[src/rtl/seq_shift_add_multiplier.sv]
// rtl/seq_shift_add_multiplier.sv - sequential shift-and-add multiplier, signed/unsigned, fixed WIDTH+1 latency
//
// Purpose: multiplies two WIDTH-bit operands, one radix-2 step per clock.
// The multiplier works on magnitudes and applies the sign in a final fix-up
// cycle. Latency is always WIDTH+1 cycles from the Start edge to Done.
//
// Ports:
//   Clk       clock, rising edge
//   Reset     synchronous, active-high; abandons any operation in flight
//   Start     request; sampled only while Busy=0
//   SignedOp  1 = two's-complement operands, 0 = unsigned; sampled with Start
//   A         multiplicand (WIDTH bits); sampled with Start
//   B         multiplier (WIDTH bits); sampled with Start
//   Product   2*WIDTH-bit result register; holds until the next Done
//   Busy      high while an operation is in flight
//   Done      one-cycle pulse; Product is valid in the same cycle

module seq_shift_add_multiplier #(
  parameter int WIDTH = 8
) (
  input  logic                 Clk,
  input  logic                 Reset,
  input  logic                 Start,
  input  logic                 SignedOp,
  input  logic [WIDTH-1:0]     A,
  input  logic [WIDTH-1:0]     B,
  output logic [2*WIDTH-1:0]   Product,
  output logic                 Busy,
  output logic                 Done
);

  localparam int CNT_W = $clog2(WIDTH + 1);
  localparam logic [CNT_W-1:0] LAST_ITER = CNT_W'(WIDTH - 1);

  typedef enum logic [1:0] {
    S_IDLE = 2'd0,
    S_RUN  = 2'd1,
    S_FIX  = 2'd2
  } state_t;

  state_t               state_q;
  logic [WIDTH-1:0]     mcand_q;
  logic [WIDTH-1:0]     mplier_q;
  logic [2*WIDTH-1:0]   acc_q;
  logic [CNT_W-1:0]     cnt_q;
  logic                 neg_q;
  logic [2*WIDTH-1:0]   product_q;
  logic                 busy_q;
  logic                 done_q;

  logic [WIDTH-1:0]     a_mag_d;
  logic [WIDTH-1:0]     b_mag_d;
  logic                 neg_d;
  logic [WIDTH-1:0]     addend_d;
  logic [WIDTH:0]       sum_d;
  logic [2*WIDTH-1:0]   product_d;

  always_comb begin
    // -2^(WIDTH-1) negates to itself, which read as unsigned is the correct magnitude.
    a_mag_d   = (SignedOp && A[WIDTH-1]) ? -A : A;
    b_mag_d   = (SignedOp && B[WIDTH-1]) ? -B : B;
    neg_d     = SignedOp & (A[WIDTH-1] ^ B[WIDTH-1]);
    addend_d  = mplier_q[0] ? mcand_q : '0;
    // Keep the carry out of the upper half; it becomes the new MSB after the shift.
    sum_d     = {1'b0, acc_q[2*WIDTH-1:WIDTH]} + {1'b0, addend_d};
    // A zero magnitude negates to zero, so a negative sign on a zero result is harmless.
    product_d = neg_q ? -acc_q : acc_q;
  end

  always_ff @(posedge Clk) begin
    if (Reset) begin
      state_q   <= S_IDLE;
      mcand_q   <= '0;
      mplier_q  <= '0;
      acc_q     <= '0;
      cnt_q     <= '0;
      neg_q     <= 1'b0;
      product_q <= '0;
      busy_q    <= 1'b0;
      done_q    <= 1'b0;
    end else begin
      done_q <= 1'b0;
      case (state_q)
        S_IDLE: begin
          if (Start) begin
            mcand_q  <= a_mag_d;
            mplier_q <= b_mag_d;
            neg_q    <= neg_d;
            acc_q    <= '0;
            cnt_q    <= '0;
            busy_q   <= 1'b1;
            state_q  <= S_RUN;
          end
        end
        S_RUN: begin
          acc_q    <= {sum_d, acc_q[WIDTH-1:1]};
          mplier_q <= mplier_q >> 1;
          cnt_q    <= cnt_q + 1'b1;
          if (cnt_q == LAST_ITER) begin
            state_q <= S_FIX;
          end
        end
        S_FIX: begin
          product_q <= product_d;
          done_q    <= 1'b1;
          busy_q    <= 1'b0;
          state_q   <= S_IDLE;
        end
        default: begin
          busy_q  <= 1'b0;
          state_q <= S_IDLE;
        end
      endcase
    end
  end

  assign Product = product_q;
  assign Busy    = busy_q;
  assign Done    = done_q;

endmodule
[config.mk]
export PLATFORM = sky130hd
export DESIGN_NAME = seq_shift_add_multiplier
export DESIGN_NICKNAME = d
export VERILOG_FILES = /design/src/rtl/seq_shift_add_multiplier.sv
export SDC_FILE = /design/constraint.sdc
export NUM_CORES = 1
export LEC_CHECK = 0
export ABC_AREA = 1
export CORE_ASPECT_RATIO = 0.75
export CORE_MARGIN = 2
export CORE_UTILIZATION = 25
export DETAILED_ROUTE_END_ITERATION = 16
export PLACE_DENSITY = 0.46
export REMOVE_ABC_BUFFERS = 1
export SLEW_MARGIN = 20
export SYNTH_ARGS = -nofsm -noshare
export SYNTH_HDL_FRONTEND = slang
export SYNTH_SLANG_ARGS = --single-unit
[constraint.sdc]
create_clock -name Clk -period 2.71 [get_ports Clk]
set_clock_uncertainty 0.15 [all_clocks]
set_input_delay 0.271 -clock Clk [delete_from_list [all_inputs] [get_ports Clk]]
set_output_delay 0.271 -clock Clk [all_outputs]
set_load 0.02 [all_outputs]
==> impl_summary.log, run 1 <==
INFO  metric cts_post_setup_buffers_inserted = 0
INFO  metric reg2reg_slack = 0.73 ns
INFO  metric filler_cells_inserted = 1329
INFO  metric design.die.area = 13400 sq um
INFO  metric fin_crit_sh = 72.9%
INFO  metric yosys_register_bits = 57
INFO  metric timing_worst_setup_path_type = reg -> reg
INFO  metric cp.required = 2.78 ns
INFO  metric reg2regPathDepth = 12
INFO  metric post-synth-top-area-fraction = 36.5%
INFO  metric synthArstFlopShare = 0%
INFO  metric report.final.setup_viol = 0
INFO  metric static-leakage-power = 1.77 nW
INFO  metric path_common_cell = sky130_fd_sc_hd__nand2_1
INFO  metric ir_drop = 0.000332 V
INFO  metric timing.final.max_slew_violations = 0
INFO  metric total_power = 2.28 mW
INFO  metric synth.lib_cells_used.distinct = 27
INFO  metric finish.cell_count_without_fillers = 678
INFO  metric largest_area_contributor_in_the_synthesized_netlist = sky130_fd_sc_hd__dfxtp_1
INFO  metric largest_net_degree_at_the_start_of_global_routing = 40
INFO  metric yosys.area_share.xor_xnor = 1.40%
INFO  metric final_antenna_net_count = 0
INFO  metric run_status = finished, final reports clean
INFO  metric design.final.nets = 540
INFO  metric avgSynthCellArea = 6.63 sq um
INFO  metric grt_overflow = 0
INFO  metric num_vias = 3048
INFO  metric type_of_element_launching_the_critical_path = flip-flop
INFO  metric hold_class = reg -> reg
INFO  metric post_synth_and_or_nand_nor_area_fraction = 29.4%
INFO  metric timing.critical_path.cells = nand2_1 -> inv_1 -> ha_1 -> fa_1 -> nand3_1 -> nand2_1 -> nand2_1 -> nand2_1 -> nand3_1 -> nand2_1 -> nand3_1 -> nand2_1
INFO  metric final_hold_viol_count = 0
INFO  metric tritoncts = yes
INFO  metric antenna_found_initial = 0
INFO  metric reg2reg_to = acc_q[15]
INFO  metric grt_setup_unrepaired = no
INFO  metric synth_compound_gate_area_share = 17.3%
INFO  metric cts_hold_buffers = 0
INFO  metric power.density_cell_area = 576 nW/um^2
INFO  metric yosys_warnings = 0
INFO  metric r2r-start = mplier_q[0]
INFO  metric max-slew-margin-rel = 58.3%
INFO  metric synthTopCellsByArea = sky130_fd_sc_hd__dfxtp_1, sky130_fd_sc_hd__nand2_1, sky130_fd_sc_hd__a21oi_1
INFO  metric wire_per_inst = 11.4 um
INFO  metric critical-path-top-delay-family = simple AND/OR/NAND/NOR gates
INFO  metric number_of_flops_mapped_to_enable_cells_by_yosys = 0
INFO  metric vias_per_cell = 4.50
INFO  metric yosys_most_used_dff = sky130_fd_sc_hd__dfxtp_1
INFO  metric core_area = 12300 sq um
INFO  metric combinational_family_with_the_most_area_after_synthesis = simple AND/OR/NAND/NOR gates
INFO  metric boundary_pin_count = 38
INFO  metric grt_first_pass_wirelength = 13700 um
INFO  metric yosys-top-cells-count = sky130_fd_sc_hd__nand2_1, sky130_fd_sc_hd__a21oi_1, sky130_fd_sc_hd__dfxtp_1
INFO  metric height_of_the_die = 101 um
INFO  metric holdWs = 0.319 ns
INFO  metric cts_buffer_depth = 2
INFO  metric grt_usage = 12.7%
INFO  metric h_tree_depth = 3
INFO  metric diodes = 0
INFO  metric drt_wl_total = 7700 um
INFO  metric max_cap_viol_count = 0
INFO  metric mappedNetlistArea = 3130 sq um
INFO  metric std_cell_rows = 35
INFO  metric dpl.cell_count = 662
INFO  metric number_of_search_and_repair_iterations_in_the_first_detailed_routing_pass = 5
INFO  metric ctsResizeCount = 0
INFO  metric clock_latency = 0.33 ns
INFO  metric post-dp-hpwl = 5410 um
INFO  metric fmax = 506 MHz
INFO  metric drive_gt1_share = 5.27%
INFO  metric timing.critical_path.slowest_stage_cell = sky130_fd_sc_hd__fa_1
INFO  metric drtIter0Drc = 189
INFO  metric syn2layout_area_growth = 26.5%
INFO  metric fin_tns_setup = 0 ns
INFO  metric hp-start = cnt_q[3]
INFO  metric cts-buffers-inserted = 9
INFO  metric worst_path_largest_cell_delay = 0.41 ns
INFO  metric yosys.cell_count.top_type = sky130_fd_sc_hd__nand2_1
INFO  metric clk_transition_reported_paths = 0.05 ns
INFO  metric via_count_of_the_first_global_routing_pass = 2973
INFO  metric worst-slew-pin-transition = 0.624 ns
INFO  metric setup.worst_path.end_class = flip-flop
INFO  metric drc = 0
INFO  metric clock_tree.root_cell = sky130_fd_sc_hd__clkbuf_16
INFO  metric critical_path_buf_inv_count = 1
INFO  metric postSynthCellCount = 472
INFO  metric timing.hold.worst_path_depth = 2
INFO  metric min_delay_worst_endpoint = cnt_q[3]
INFO  metric fp.dieW = 133 um
INFO  metric critical_path_peak_fanout = 9
INFO  metric cts_num_sinks = 57
INFO  metric initial_utilization = 25.5%
INFO  metric port_buffers = 37
INFO  metric synth-seq-area-share = 36.5%
INFO  metric synthMuxAreaShare = 0%
INFO  metric gp_congestion = 0.771
INFO  metric arrival = 2.04 ns
INFO  metric synth-adder-area-share = 5.44%
INFO  metric period_needed = 1.98 ns
==> routing by layer <==
metal | routed length (um) | GRT usage [%] | vias to the layer above
met5 | 0 | 0 | -
met4 | 91 | 3.44 | 0
met3 | 344 | 4.17 | 8
met2 | 3380 | 21.3 | 58
met1 | 3880 | 15.8 | 1375
li1 | - | - | 1607
==> area by class of cell <==
class	instances	area, sq um	area share, %
Multi-Input combinational cell	342	1670	42.3
Sequential cell	57	1140	28.8
Timing Repair Buffer	41	400	10.1
Clock buffer	13	280	7.08
Inverter	56	210	5.31
Tap cell	166	208	5.24
Clock inverter	3	46.3	1.17
==> cell usage in the layout (no fill, tap or decap), types with 5 or more instances in the layout <==
master                            count
sky130_fd_sc_hd__nand3b_1             5
sky130_fd_sc_hd__o21ai_0             39
sky130_fd_sc_hd__nand4_1              5
sky130_fd_sc_hd__a21oi_1             58
sky130_fd_sc_hd__clkdlybuf4s50_1     37
sky130_fd_sc_hd__nand2_1            127
sky130_fd_sc_hd__inv_1               53
sky130_fd_sc_hd__ha_1                12
sky130_fd_sc_hd__clkbuf_16            9
sky130_fd_sc_hd__nor2_1              50
sky130_fd_sc_hd__a31oi_1              5
sky130_fd_sc_hd__nand3_1             27
sky130_fd_sc_hd__dfxtp_1             57
==> worst register-to-register path: stages, from the launching register on <==
cell                      delay [ns]
sky130_fd_sc_hd__dfxtp_1        0.38
sky130_fd_sc_hd__nand2_1        0.10
sky130_fd_sc_hd__inv_1          0.04
sky130_fd_sc_hd__ha_1           0.20
sky130_fd_sc_hd__fa_1           0.42
sky130_fd_sc_hd__nand3_1        0.09
sky130_fd_sc_hd__nand2_1        0.09
sky130_fd_sc_hd__nand2_1        0.10
sky130_fd_sc_hd__nand2_1        0.07
sky130_fd_sc_hd__nand3_1        0.07
sky130_fd_sc_hd__nand2_1        0.05
sky130_fd_sc_hd__nand3_1        0.06
sky130_fd_sc_hd__nand2_1        0.06
==> cells by family (layout without fill, tap and decap cells) <==
group           Yosys count  in the layout
flops                    57             57
compound gates          105            105
simple gates            219            219
buf+inv                  73            113
xor+xnor                  5              5
fa+ha+maj                13             13
==> worst max-delay path by stage <==
| stage | cells past startpoint | end | from |
|---|---|---|---|
| 4_1_cts | 12 | acc_q[15] | mplier_q[0] |
| 5_1_grt | 12 | acc_q[15] | mplier_q[0] |
| 2_1_floorplan | 12 | acc_q[15] | mplier_q[0] |
| 3_5_place_dp | 10 | mcand_q[6] | A[1] |
| 6_report | 12 | acc_q[15] | mplier_q[0] |
| 3_3_place_gp | 12 | acc_q[15] | mplier_q[0] |
==> state kept, by name (all words and copies together) (netlist names) <==
name,count
Busy,1
Done,1
Product,16
acc_q,16
cnt_q,4
mcand_q,8
mplier_q,8
neg_q,1
state_q,2
==> power breakdown <==
group / switching (mW) / internal [mW] / total (mW)
logic: 0.118 / 0.0744 / 0.193
registers: 0.0229 / 0.866 / 0.888
clock network: 0.386 / 0.812 / 1.20
==> stage by stage <==
stage | area [sq um] | setup WS [ns] | utilization [%]
floorplan | 3030 | 0.932 | -
global placement | 3630 | 0.783 | 29.6
detailed placement | 3630 | 0.735 | 29.6
CTS | 3960 | 0.733 | 32.3
global route | 3960 | 0.533 | 32.3
finish | 3960 | 0.735 | 32.3
Power figures use the tool's default switching activity.
==> run 2, diff against run 1 <==
Clock period 2.71 ns to 2 ns, I/O delays scaled along.
==> run 2 against run 1 <==
  * Global-route usage about the same
  * Register-to-register slack got worse by 0.56 ns
  * Maximum frequency rose by 8.0%
  * Combinational power grew 45%
  * Critical endpoint unchanged
  * Largest cell class unchanged
  * Highest routed layer unchanged
==> impl_summary.log, run 2 (synthesized netlist as in run 1, its figures left out) <==
INFO  metric run_status = finished, final reports clean (unchanged)
INFO  metric power.density_cell_area = 718 nW/um^2 (was 576 nW/um^2)
INFO  metric drive_gt1_share = 6.76% (was 5.27%)
INFO  metric cts_hold_buffers = 0 (unchanged)
INFO  metric final_critical_path_setup_slack = 0.171 ns (was 0.735 ns)
INFO  metric gp_congestion = 0.766 (was 0.771)
INFO  metric drtIter0Drc = 181 (was 189)
INFO  metric worst-slew-pin-transition = 0.625 ns (was 0.624 ns)
INFO  metric grt_first_pass_wirelength = 13700 um (about the same)
INFO  metric port_buffers = 37 (unchanged)
INFO  metric critical_path_peak_fanout = 4 (was 9)
INFO  metric holdWs = 0.317 ns (was 0.319 ns)
INFO  metric number_of_search_and_repair_iterations_in_the_first_detailed_routing_pass = 6 (was 5)
INFO  metric cts_buffer_depth = 2 (unchanged)
INFO  metric core_area = 12300 sq um (unchanged)
INFO  metric sw_share = 24.4% (was 23.2%)
INFO  metric net-switching-power = 701 uW (was 528 uW)
INFO  metric grt_usage = 12.7% (about the same)
INFO  metric dpl.cell_count = 670 (was 662)
INFO  metric timing_worst_setup_path_type = reg -> reg (unchanged)
INFO  metric pwr-share-comb = 9.8% (was 8.5%)
INFO  metric clock_tree.root_cell = sky130_fd_sc_hd__clkbuf_16 (unchanged)
INFO  metric num_vias = 3076 (was 3048)
INFO  metric fp.dieW = 133 um (unchanged)
INFO  metric report.final.setup_viol = 0 (unchanged)
INFO  metric cp.required = 2.07 ns (was 2.78 ns)
INFO  metric antenna_found_initial = 0 (unchanged)
INFO  metric finish.cell_count_without_fillers = 684 (was 678)
INFO  metric arrival = 1.90 ns (was 2.04 ns)
INFO  metric total_power = 2.87 mW (was 2.28 mW)
INFO  metric leading_cell_types_in_the_layout_fill_and_taps_excluded = sky130_fd_sc_hd__nand2_1, sky130_fd_sc_hd__a21oi_1, sky130_fd_sc_hd__dfxtp_1 (unchanged)
INFO  metric tritoncts = yes (unchanged)
INFO  metric drt_wl_total = 7770 um (was 7700 um)
INFO  metric syn2layout_area_growth = 27.9% (was 26.5%)
INFO  metric drc = 0 (unchanged)
INFO  metric fmax = 547 MHz (was 506 MHz)
INFO  metric wire_per_inst = 11.4 um (about the same)
INFO  metric clock_power_share = 48.5% (was 52.6%)
INFO  metric hold_class = reg -> reg (unchanged)
INFO  metric clk_transition_reported_paths = 0.05 ns (about the same)
INFO  metric period_needed = 1.83 ns (was 1.98 ns)
INFO  metric filler_cells_inserted = 1319 (was 1329)
INFO  metric static-leakage-power = 1.78 nW (was 1.77 nW)
INFO  metric reg2reg_slack = 0.17 ns (was 0.73 ns)
INFO  metric setup.worst_path.end_class = flip-flop (unchanged)
INFO  metric grt_overflow = 0 (unchanged)
INFO  metric cts-buffers-inserted = 9 (unchanged)
INFO  metric final_area = 4000 sq um (was 3960 sq um)
INFO  metric diodes = 0 (unchanged)
INFO  metric final_hold_viol_count = 0 (unchanged)
INFO  metric final_core_utilization = 32.7% (was 32.3%)
INFO  metric grt_setup_unrepaired = no (unchanged)
INFO  metric largest_net_degree_at_the_start_of_global_routing = 40 (unchanged)
INFO  metric vias_per_cell = 4.50 (about the same)
INFO  metric timing.final.max_slew_violations = 0 (unchanged)
INFO  metric cell_internal_pwr = 2.17 mW (was 1.75 mW)
INFO  metric fin_tns_setup = 0 ns (unchanged)
INFO  metric place_area = 3720 sq um (was 3630 sq um)
INFO  metric initial_utilization = 25.5% (unchanged)
INFO  metric h_tree_depth = 3 (unchanged)
INFO  metric type_of_element_launching_the_critical_path = flip-flop (unchanged)
INFO  metric design.die.area = 13400 sq um (unchanged)
INFO  metric via_count_of_the_first_global_routing_pass = 3028 (was 2973)
INFO  metric max_cap_viol_count = 0 (unchanged)
INFO  metric clock_latency = 0.33 ns (about the same)
INFO  metric height_of_the_die = 101 um (unchanged)
INFO  metric final_common_cell = sky130_fd_sc_hd__nand2_1 (unchanged)
INFO  metric std_cell_rows = 35 (unchanged)
INFO  metric placement.setup.worst_slack = 0.151 ns (was 0.735 ns)
INFO  metric multi_input_area = 1690 sq um (was 1670 sq um)
INFO  metric ir_drop = 0.000405 V (was 0.000332 V)
INFO  metric boundary_pin_count = 38 (unchanged)
INFO  metric final_antenna_net_count = 0 (unchanged)
INFO  metric design.final.nets = 548 (was 540)
INFO  metric fin_crit_sh = 91.5% (was 72.9%)
INFO  metric max-slew-margin-rel = 58.2% (was 58.3%)
INFO  metric regArea = 1140 sq um (unchanged)
INFO  metric cts_num_sinks = 57 (unchanged)
INFO  metric power.share.sequential = 41.8% (was 39.0%)
INFO  metric post-dp-hpwl = 5570 um (was 5410 um)
-- run 2: path summary, 6_finish.rpt --
kind / from / endpoint / cells after the start
worst min-delay path: cnt_q[3] / cnt_q[3] / 2
worst max-delay path: mplier_q[0] / acc_q[15] / 12
worst max register to register: mplier_q[0] / acc_q[15] / 12
worst min register to register: cnt_q[3] / cnt_q[3] / 2
-- run 2: power groups by stage --
stage | Sequential (mW) | Clock, mW | Combinational (mW)
floorplan | 1.22 | 0 | 0.148
global placement | 1.22 | 0 | 0.278
detailed placement | 1.22 | 0 | 0.281
CTS | 1.20 | 1.43 | 0.282
global route | 1.20 | 1.48 | 0.321
finish | 1.20 | 1.39 | 0.280
-- run 2: repair_timing --
action | CTS | global route
buffers inserted | 0 | 0
endpoints found under the setup margin | 0 | 3
resized for setup | 0 | 2
-- run 2: area by class of cell --
class,count,area share (%)
timing repair buffer,49,12.1
multi-input combinational,342,42.2
clock buffer,11,6.31
inverter,56,5.25
tap,166,5.19
clock inverter,3,0.437
sequential,57,28.5
-- run 2: layer usage --
metal / global-route usage [%] / part of all wire [%] / routed length [um] / vias to the layer above
met1: 16.1 / 51 / 4000 / 1405
met4: 4.58 / 1.4 / 106 / 0
li1: - / - / - / 1610
met2: 20.9 / 43 / 3330 / 51
met3: 3.72 / 4.2 / 329 / 10
met5: 0 / 0 / 0 / -
-- run 2: critical path, cell delays in order (launching register included) --
cell and delay [ns]:
sky130_fd_sc_hd__dfxtp_1 0.33, sky130_fd_sc_hd__nand2_1 0.07, sky130_fd_sc_hd__inv_1 0.04, sky130_fd_sc_hd__ha_1 0.20, sky130_fd_sc_hd__fa_2 0.36, sky130_fd_sc_hd__nand3_1 0.08, sky130_fd_sc_hd__nand2_1 0.09, sky130_fd_sc_hd__nand2_1 0.10
sky130_fd_sc_hd__nand2_1 0.07, sky130_fd_sc_hd__nand3_1 0.07, sky130_fd_sc_hd__nand2_1 0.05, sky130_fd_sc_hd__nand3_1 0.07, sky130_fd_sc_hd__nand2_1 0.05
